## src/rtl/hazard_md_ctrl.sv

```systemverilog
// ---------------------------------------------------------------------------
// hazard_md_ctrl
//
// Central hazard controller for a 5-stage MIPS pipeline (F/D/E/M/W).
//
// The decode-stage source registers are compared against the destination
// registers of the E, M and W stages. Each stage's Tnew (cycles until its
// result exists) is weighed against D's Tuse (cycles until D needs the
// operand). From that the block produces:
//   - a stall that freezes the PC and the D register,
//   - a bubble request (E_clr) that clears the E register,
//   - forwarding selects for the two decode operands.
//
// It also sequences the multi-cycle mult/div unit with an IDLE/BUSY state
// machine and keeps a saturating count of stalled cycles.
//
// Ports:
//   clk          rising-edge clock
//   reset        synchronous, active-high reset
//   D_rs/D_rt    decode source registers
//   D_tuse_rs/rt cycles until D needs rs/rt (3 = operand not used)
//   D_md_use     D instruction uses the mult/div unit or HI/LO
//   E_wa/E_tnew  E-stage destination register and its Tnew
//   M_wa/M_tnew  M-stage destination register and its Tnew
//   W_wa         W-stage destination register (its Tnew is always 0)
//   E_md_start   valid mult/div instruction in E this cycle
//   E_md_is_div  1 = div/divu, 0 = mult/multu (qualifies E_md_start)
//   stall        hold PC and D register
//   E_clr        load a bubble into E on the next edge (equals stall)
//   fwd_rs/rt    operand source: 0 = regfile, 1 = W, 2 = M, 3 = E
//   md_busy      mult/div unit is busy
//   stall_cnt    saturating count of stalled cycles since reset
// ---------------------------------------------------------------------------
module hazard_md_ctrl #(
  parameter int MULT_LAT = 5,
  parameter int DIV_LAT  = 10,
  parameter int CNT_W    = 32
) (
  input  logic             clk,
  input  logic             reset,
  input  logic [4:0]       D_rs,
  input  logic [4:0]       D_rt,
  input  logic [1:0]       D_tuse_rs,
  input  logic [1:0]       D_tuse_rt,
  input  logic             D_md_use,
  input  logic [4:0]       E_wa,
  input  logic [1:0]       E_tnew,
  input  logic [4:0]       M_wa,
  input  logic [1:0]       M_tnew,
  input  logic [4:0]       W_wa,
  input  logic             E_md_start,
  input  logic             E_md_is_div,
  output logic             stall,
  output logic             E_clr,
  output logic [1:0]       fwd_rs,
  output logic [1:0]       fwd_rt,
  output logic             md_busy,
  output logic [CNT_W-1:0] stall_cnt
);

  // Busy counter must hold the longer of the two latencies.
  localparam int MD_MAX = (MULT_LAT > DIV_LAT) ? MULT_LAT : DIV_LAT;
  localparam int MD_CW  = $clog2(MD_MAX + 1);

  localparam logic [MD_CW-1:0] MULT_LAT_C = MD_CW'(MULT_LAT);
  localparam logic [MD_CW-1:0] DIV_LAT_C  = MD_CW'(DIV_LAT);
  localparam logic [MD_CW-1:0] MD_ONE_C   = MD_CW'(1);
  localparam logic [MD_CW-1:0] MD_ZERO_C  = {MD_CW{1'b0}};

  localparam logic [CNT_W-1:0] CNT_MAX_C  = {CNT_W{1'b1}};
  localparam logic [CNT_W-1:0] CNT_ZERO_C = {CNT_W{1'b0}};
  localparam logic [CNT_W-1:0] CNT_ONE_C  = CNT_W'(1);

  typedef enum logic [0:0] {
    MD_IDLE = 1'b0,
    MD_BUSY = 1'b1
  } md_state_t;

  // -------------------------------------------------------------------------
  // Helper functions
  // -------------------------------------------------------------------------

  // A stage "matches" a source when the source is a real register
  // ($0 never matches) and equals that stage's destination.
  function automatic logic reg_match(input logic [4:0] src,
                                     input logic [4:0] dst);
    reg_match = (src != 5'd0) && (src == dst);
  endfunction

  // Stall when a producer in E or M will not have its result ready
  // before the consumer in D needs it (Tuse < Tnew).
  function automatic logic data_stall(input logic [4:0] src,
                                      input logic [1:0] tuse,
                                      input logic [4:0] e_wa,
                                      input logic [1:0] e_tnew,
                                      input logic [4:0] m_wa,
                                      input logic [1:0] m_tnew);
    data_stall = (reg_match(src, e_wa) && (tuse < e_tnew)) ||
                 (reg_match(src, m_wa) && (tuse < m_tnew));
  endfunction

  // Youngest matching stage decides. A younger match whose value is not
  // ready yet must not fall through to an older (stale) copy: it selects
  // the regfile and the stall logic holds D until the value is ready.
  function automatic logic [1:0] fwd_sel(input logic [4:0] src,
                                         input logic [4:0] e_wa,
                                         input logic [1:0] e_tnew,
                                         input logic [4:0] m_wa,
                                         input logic [1:0] m_tnew,
                                         input logic [4:0] w_wa);
    if (reg_match(src, e_wa)) begin
      fwd_sel = (e_tnew == 2'd0) ? 2'd3 : 2'd0;
    end else if (reg_match(src, m_wa)) begin
      fwd_sel = (m_tnew == 2'd0) ? 2'd2 : 2'd0;
    end else if (reg_match(src, w_wa)) begin
      fwd_sel = 2'd1;
    end else begin
      fwd_sel = 2'd0;
    end
  endfunction

  // -------------------------------------------------------------------------
  // Internal signals
  // -------------------------------------------------------------------------
  md_state_t        md_state_r;
  md_state_t        md_state_nxt_s;
  logic [MD_CW-1:0] md_cnt_r;
  logic [MD_CW-1:0] md_cnt_nxt_s;
  logic [CNT_W-1:0] stall_cnt_r;

  logic             stall_rs_s;
  logic             stall_rt_s;
  logic             md_stall_s;
  logic             stall_s;
  logic             md_busy_s;

  // -------------------------------------------------------------------------
  // Hazard detection and forwarding
  // -------------------------------------------------------------------------

  // Combine data and mult/div interlocks into the pipeline stall.
  always_comb begin
    md_busy_s  = (md_state_r == MD_BUSY);
    stall_rs_s = data_stall(D_rs, D_tuse_rs, E_wa, E_tnew, M_wa, M_tnew);
    stall_rt_s = data_stall(D_rt, D_tuse_rt, E_wa, E_tnew, M_wa, M_tnew);
    // An instruction entering E this cycle already occupies the unit.
    md_stall_s = D_md_use && (md_busy_s || E_md_start);
    stall_s    = stall_rs_s || stall_rt_s || md_stall_s;
  end

  // Drive the stall, bubble and forwarding outputs.
  always_comb begin
    stall  = stall_s;
    E_clr  = stall_s;
    fwd_rs = fwd_sel(D_rs, E_wa, E_tnew, M_wa, M_tnew, W_wa);
    fwd_rt = fwd_sel(D_rt, E_wa, E_tnew, M_wa, M_tnew, W_wa);
  end

  // -------------------------------------------------------------------------
  // Mult/div busy state machine
  // -------------------------------------------------------------------------

  // Mult/div state and latency counter registers.
  always_ff @(posedge clk) begin
    if (reset) begin
      md_state_r <= MD_IDLE;
      md_cnt_r   <= MD_ZERO_C;
    end else begin
      md_state_r <= md_state_nxt_s;
      md_cnt_r   <= md_cnt_nxt_s;
    end
  end

  // Next-state logic: load latency on start, count down while busy.
  always_comb begin
    md_state_nxt_s = md_state_r;
    md_cnt_nxt_s   = md_cnt_r;
    case (md_state_r)
      MD_IDLE: begin
        if (E_md_start) begin
          md_state_nxt_s = MD_BUSY;
          md_cnt_nxt_s   = E_md_is_div ? DIV_LAT_C : MULT_LAT_C;
        end else begin
          md_state_nxt_s = MD_IDLE;
          md_cnt_nxt_s   = MD_ZERO_C;
        end
      end
      MD_BUSY: begin
        // A start seen while busy is ignored; decode interlock keeps it
        // from happening in a correct pipeline.
        if (md_cnt_r <= MD_ONE_C) begin
          md_state_nxt_s = MD_IDLE;
          md_cnt_nxt_s   = MD_ZERO_C;
        end else begin
          md_state_nxt_s = MD_BUSY;
          md_cnt_nxt_s   = md_cnt_r - MD_ONE_C;
        end
      end
      default: begin
        md_state_nxt_s = MD_IDLE;
        md_cnt_nxt_s   = MD_ZERO_C;
      end
    endcase
  end

  assign md_busy = md_busy_s;

  // -------------------------------------------------------------------------
  // Stall performance counter
  // -------------------------------------------------------------------------

  // Count stalled cycles, holding at all-ones instead of wrapping.
  always_ff @(posedge clk) begin
    if (reset) begin
      stall_cnt_r <= CNT_ZERO_C;
    end else if (stall_s && (stall_cnt_r != CNT_MAX_C)) begin
      stall_cnt_r <= stall_cnt_r + CNT_ONE_C;
    end else begin
      stall_cnt_r <= stall_cnt_r;
    end
  end

  assign stall_cnt = stall_cnt_r;

endmodule

```

## config.mk

```make
export PLATFORM = sky130hd
export DESIGN_NAME = hazard_md_ctrl
export DESIGN_NICKNAME = d
export VERILOG_FILES = /design/src/rtl/hazard_md_ctrl.sv
export SDC_FILE = /design/constraint.sdc
export NUM_CORES = 1
export LEC_CHECK = 0
export ABC_CLOCK_PERIOD_IN_PS = 2200
export BUFFER_PORTS_ARGS = -buffer_cell sky130_fd_sc_hd__buf_4
export CAP_MARGIN = 20
export CELL_PAD_IN_SITES_DETAIL_PLACEMENT = 1
export CELL_PAD_IN_SITES_GLOBAL_PLACEMENT = 2
export CORE_ASPECT_RATIO = 0.6
export CORE_UTILIZATION = 27
export DETAILED_ROUTE_END_ITERATION = 6
export HOLD_SLACK_MARGIN = 0.1
export PLACE_DENSITY = 0.86
export SYNTH_ARGS = -nofsm -noshare
export SYNTH_HDL_FRONTEND = slang
export SYNTH_SLANG_ARGS = --single-unit
```

## constraint.sdc

```tcl
create_clock -name clk -period 2.2 [get_ports clk]
set_input_delay 0.33 -clock clk [delete_from_list [all_inputs] [get_ports clk]]
set_output_delay 0.33 -clock clk [all_outputs]
set_load 0.05 [all_outputs]
```

Word level (Yosys, flattened, before mapping)
Index checks and enable logic that the tools add are counted.
- bits of input ports: 38
- bits in read-only memories: 0
- logic and storage cells: 54
- bits in latches: 0
- bits in writable memories: 0
- output and inout port bits: 39
- register bits: 37
- memories kept: 0
- divide/modulo/power cells: 0
- eq/ne operators: 7
- $add $sub $neg: 2
- shifts and indexed selects: 0
- multiplexer cells: 15
- bitwise gates (word level): 1
- $lt $le $gt $ge: 5
- multiply operators: 0
- reduce and logical (&&, ||, !) cells: 21
- operators with widths (kind ; number):
    $add A32 B1 Y32 const B ; 1
    $ne A32 B32 Y1 const B ; 1
    $eq A5 B5 Y1 ; 6
    $logic_and A1 B1 Y1 ; 12
    $mux W2 ; 6
    $mux W4 ; 3
    $reduce_bool A5 Y1 ; 2
    $lt A2 B2 Y1 ; 4
    $pmux W4 S2 ; 1
    $logic_or A1 B1 Y1 ; 5
    $le A4 B1 Y1 const B ; 1
    $logic_not A2 Y1 ; 2
    $mux W1 ; 4
    $sub A4 B1 Y4 const B ; 1
    $pmux W1 S2 ; 1
    $not A1 Y1 ; 1

Longest topological paths before layout
- word-level depth: 7
- depth in mapped cells: 10
- depth with buffers taken out: 7

Worst setup path before layout
OpenSTA, ideal clock, no wires.
- path type: input to output
- start: input D_rt[1]
- end: output stall
- stages: 9
- slack: -484 ps
- path buffers: 4
- data arrival time: 2354 ps
- data required time: 1870 ps
- cell sequence: or4_1 > o211a_1 > a31o_1 > and4bb_1 > buf_6 > buf_8 > buf_6 > inv_1 > buf_4
- cells in the longest elaborated chain, start to end: 6
- elaborated cells between the ends (all ways): 10
- classes of those cells: eq/ne: 2; reduce/logical: 8
- RTL lines (element ; line ; RTL):
    start: declaration ; 42 ; input logic [4:0] D_rt,
    $eq A5 B5 Y1 / $reduce_bool A5 Y1 (equally long branches) ; 87 ; reg_match = (src != 5'd0) && (src == dst);
    $logic_and A1 B1 Y1 ; 87 ;
    $logic_and A1 B1 Y1, on equally long branches ; 98, 99 ;
    $logic_or A1 B1 Y1 * ; 98 ; data_stall = (reg_match(src, e_wa) && (tuse < e_tnew)) ||
    $logic_or A1 B1 Y1 * (2 in a row) ; 148 ; stall_s = stall_rs_s || stall_rt_s || md_stall_s;
    end: declaration ; 53 ; output logic stall,
Mark *: on every way between the ends. The rest lies on a longest branch, timed or not.

Worst setup path after layout
- start: input D_rt[3]
- end: output stall
Same word-level chain as after synthesis.

==> out/metrics.sh <==
DP.CELLS=566
YS_TYPES=41
SETUP.WORST_PATH.CLASS='in2out'
WL_UM=10300
DRT_ITER0_DRCS=147
CLOCK_SINKS=37
TOTAL_NUMBER_OF_PLACEMENT_ROWS=27
SLEW_AT_THE_PIN_CLOSEST_TO_ITS_MAX_SLEW_LIMIT_NS=0.606
SYNTH_TOP_CELLS_BY_AREA='dfxtp_1 28%, mux2_2 8.4%, xor2_1 5.9%'
SYNTHESIS.AREA_UM2=2690
CTS.PATH.MAX_BUFFERS=2
TOP_LEVEL_PORTS=77
NUM_VIAS=2952
CLK_ROOT_BUFFER_CELL='clkbuf_16'
GR-USAGE-ALL-LAYERS=0.199
GRT_MAX_DEGREE=59
DESIGN.CORE.AREA_UM2=9430
FAILED_CHECKS='setup timing'
SYNTH_AREA_PER_CELL_UM2=8.10
INSERTION_DELAY_NS=0.29
SYN_INST=332
TIMING_HOLD_VIOLATIONS_FINAL=0
DIE_W_UM=131
MAX_FREQ_MHz=421
FINAL_DESIGN_AREA_NO_FILL_UM2=4360
FINAL_LAYOUT_SIZE_SUFFIX_GT1_FRAC=0.514
SYNTH_TOP_CELL_BY_AREA='dfxtp_1'
LAYOUT.CELLS.MOST_COMMON_LIST='120 x buf_4, 30 x nor2_1, 21 x nand2_1, 19 x nor2b_1, 18 x mux2_2'
FINAL_CYCLE_UTILIZATION_OF_THE_CRITICAL_PATH=1.08
SYNTH_TOP_CELL_AREA_SHARE=0.275
OUTCOME='complete, but fails checks'
FP.DIEAREA_UM2=10400
PLACE_CONGESTION=0.887
MOSTFREQUENTLAYOUTCELL='buf_4'
MAXCAPVIOLATIONS=0
VIASPERCELL=5.03
REQUIRED_NS=1.87
GLOBALROUTE.TOTALOVERFLOW=0
CRITICAL_PATH.MAX_FANOUT=5
CTSHTREEMAXLEVEL=2
PERIOD_MINUS_SLACK_NS=2.38
FIN_UTIL=0.463
AREAGROWTHSYNTHTOFINISH_PCT=62.2
CRIT_CHAIN='buf_8 > or4_4 > o211a_1 > a31o_1 > and4bb_2 > buf_12 > inv_8 > buf_8'
IO_BUFFER_COUNT=76
CRITPATHSLOWESTCELL='or4_4'
POSTSYNTHNETCOUNT=377
CP_NUM_BUF_INV=4
ANTENNADIODECOUNT=0
GRT_ANTENNA_BEFORE_REPAIR=0
DPL_CELL_AREA_UM2=3720
SKEW_NS=0.00551
WORST_PATH_SETUP_SLACK_AFTER_ROUTING_NS=-0.178
STATIC-LEAKAGE-POWER_nW=1.75
TIMING.CRITICAL_PATH.TO_TYPE='output pin'
TRITONCTS='done'
YS_FF_LATCH=37
FIN_SETUP_TNS_NS=-2.51
DIE_H_UM=79.3
CRITPATHLAUNCHTYPE='input pin'
START_UTIL=0.285
ANT_NETS=0
POWER-PER-CELL-AREA_nW_PER_UM2=434
DRT-WIRELENGTH-PER-CELL_UM=17.5
DRT_PRE_ANTENNA_ITERS=4
GRT_PASS1_WL_UM=15800
TIMING.CRITICAL_PATH.MAX_DELAY_FAMILY='simple AND/OR/NAND/NOR gates'
CRITPATHMOSTFREQUENTCELL='buf_8'
HPWL_REPORTED_AT_THE_END_OF_DETAILED_PLACEMENT_UM=7340
POWER.IR.VDD_WORST_mV=0.287
TIMING.HOLD.WORST.CLASS='in2reg'
LAYOUT.NETS=501
FIRST_GLOBAL_VIAS=3012
FINALSETUPVIOLCOUNT=29
INSERTED_CLOCK_BUFFERS=5
TIMING.FINAL.MAX_SLEW_VIOLATIONS=0
YS_WARN_COUNT=0
SEQ_AREA_FRAC_SYNTH=0.275
CP_SLOWEST_STAGE_DELAY_NS=0.52
POST-LAYOUT-TOTAL-POWER_W=0.00189
POST_LAYOUT_NONFILLER_INSTANCES=587
MAX-SLEW-MARGIN-REL=0.596
CLK_PIN_SLEW_WORST_PATHS_NS=0.06
ARRIVAL_NS=2.05
RSZ_0062_RAISED_AFTER_GLOBAL_ROUTING='true'
DRC=0
==> registers in the layout, summed over array words and instances, names as in the netlist <==
signal / cells
stall_cnt: 32
md_busy: 1
md_cnt_r: 4
==> metrics by stage <==
step / setup WS, ns / hold WS (ns)
floorplan: -0.484 / 0.495
global placement: -0.586 / 0.485
detailed placement: -0.526 / 0.493
CTS: -0.194 / 0.332
global route: -0.207 / 0.339
finish: -0.178 / 0.345
==> final timing paths <==
| kind | start | to | slack [ns] | cells after the start |
|---|---|---|---|---|
| max | D_rt[3] | stall | -0.18 | 8 |
| min | E_md_is_div | md_cnt_r[2] | 0.34 | 3 |
| max reg2reg | stall_cnt[0] | stall_cnt[26] | 0.02 | 7 |
| min reg2reg | stall_cnt[7] | stall_cnt[7] | 0.50 | 2 |
==> power breakdown <==
group	internal [W]	switching, W	total [W]
logic	0.000246	0.000259	0.000505
registers	0.000672	0.0000109	0.000683
clock network	0.000415	0.000291	0.000707
==> worst register-to-register path, stage by stage (launching register included) <==
cell	delay, ns
dfxtp_4	0.36
ha_4	0.14
and3_4	0.20
nand4_1	0.14
buf_4	0.18
or4_1	0.56
nor3_2	0.16
mux2_2	0.35
==> final cells by class <==
cell class | instances | area [um^2]
fillers | 1085 | 5060
repair buffers | 135 | 1130
flip-flops and latches | 37 | 788
multi-input cells | 271 | 2110
clock buffers | 5 | 125
inverters | 6 | 30.0
well taps | 130 | 163
clock inverters | 3 | 17.5
==> synthesized netlist by cell type (all sizes together) <==
cell	number
xor2	18
o31a	1
or2	3
nor3b	2
and3	2
nand4	11
or4	10
o22ai	1
buf	11
o21ba	1
or3	7
nor2	32
nor4	7
or4b	1
o21a	4
a21oi	16
mux2	20
xnor2	13
and4	6
mux2i	2
a31o	1
nand2b	7
and4bb	1
o211a	1
dfxtp	37
ha	7
nor3	20
inv	6
o21ai	6
nand3b	2
nand3	16
nor2b	19
nand2	21
o31ai	9
clkbuf	7
and2	2
nor4b	2
==> what timing repair did <==
item                                    CTS  global route
gates resized for setup                  36            40
pin swaps                                12            16
setup buffers                             8             4
hold buffers                              0             0
cloned                                    1             1
endpoints found under the setup margin   22            36
==> cell families after synthesis <==
family,synth area share
simple gates,0.350
compound gates,0.0935
flops,0.275
xor+xnor,0.101
buf+inv,0.0563
mux,0.0912
fa+ha+maj,0.0326
==> routing by layer <==
metal  routed length, um  GRT usage  vias up
li1                    -          -     1441
met1                5320      0.295     1437
met2                4440      0.292       57
met3                 366     0.0384       17
met4                 154     0.0483        0
met5                   0          0        -
No activity file was read; power rests on OpenSTA's default activity.
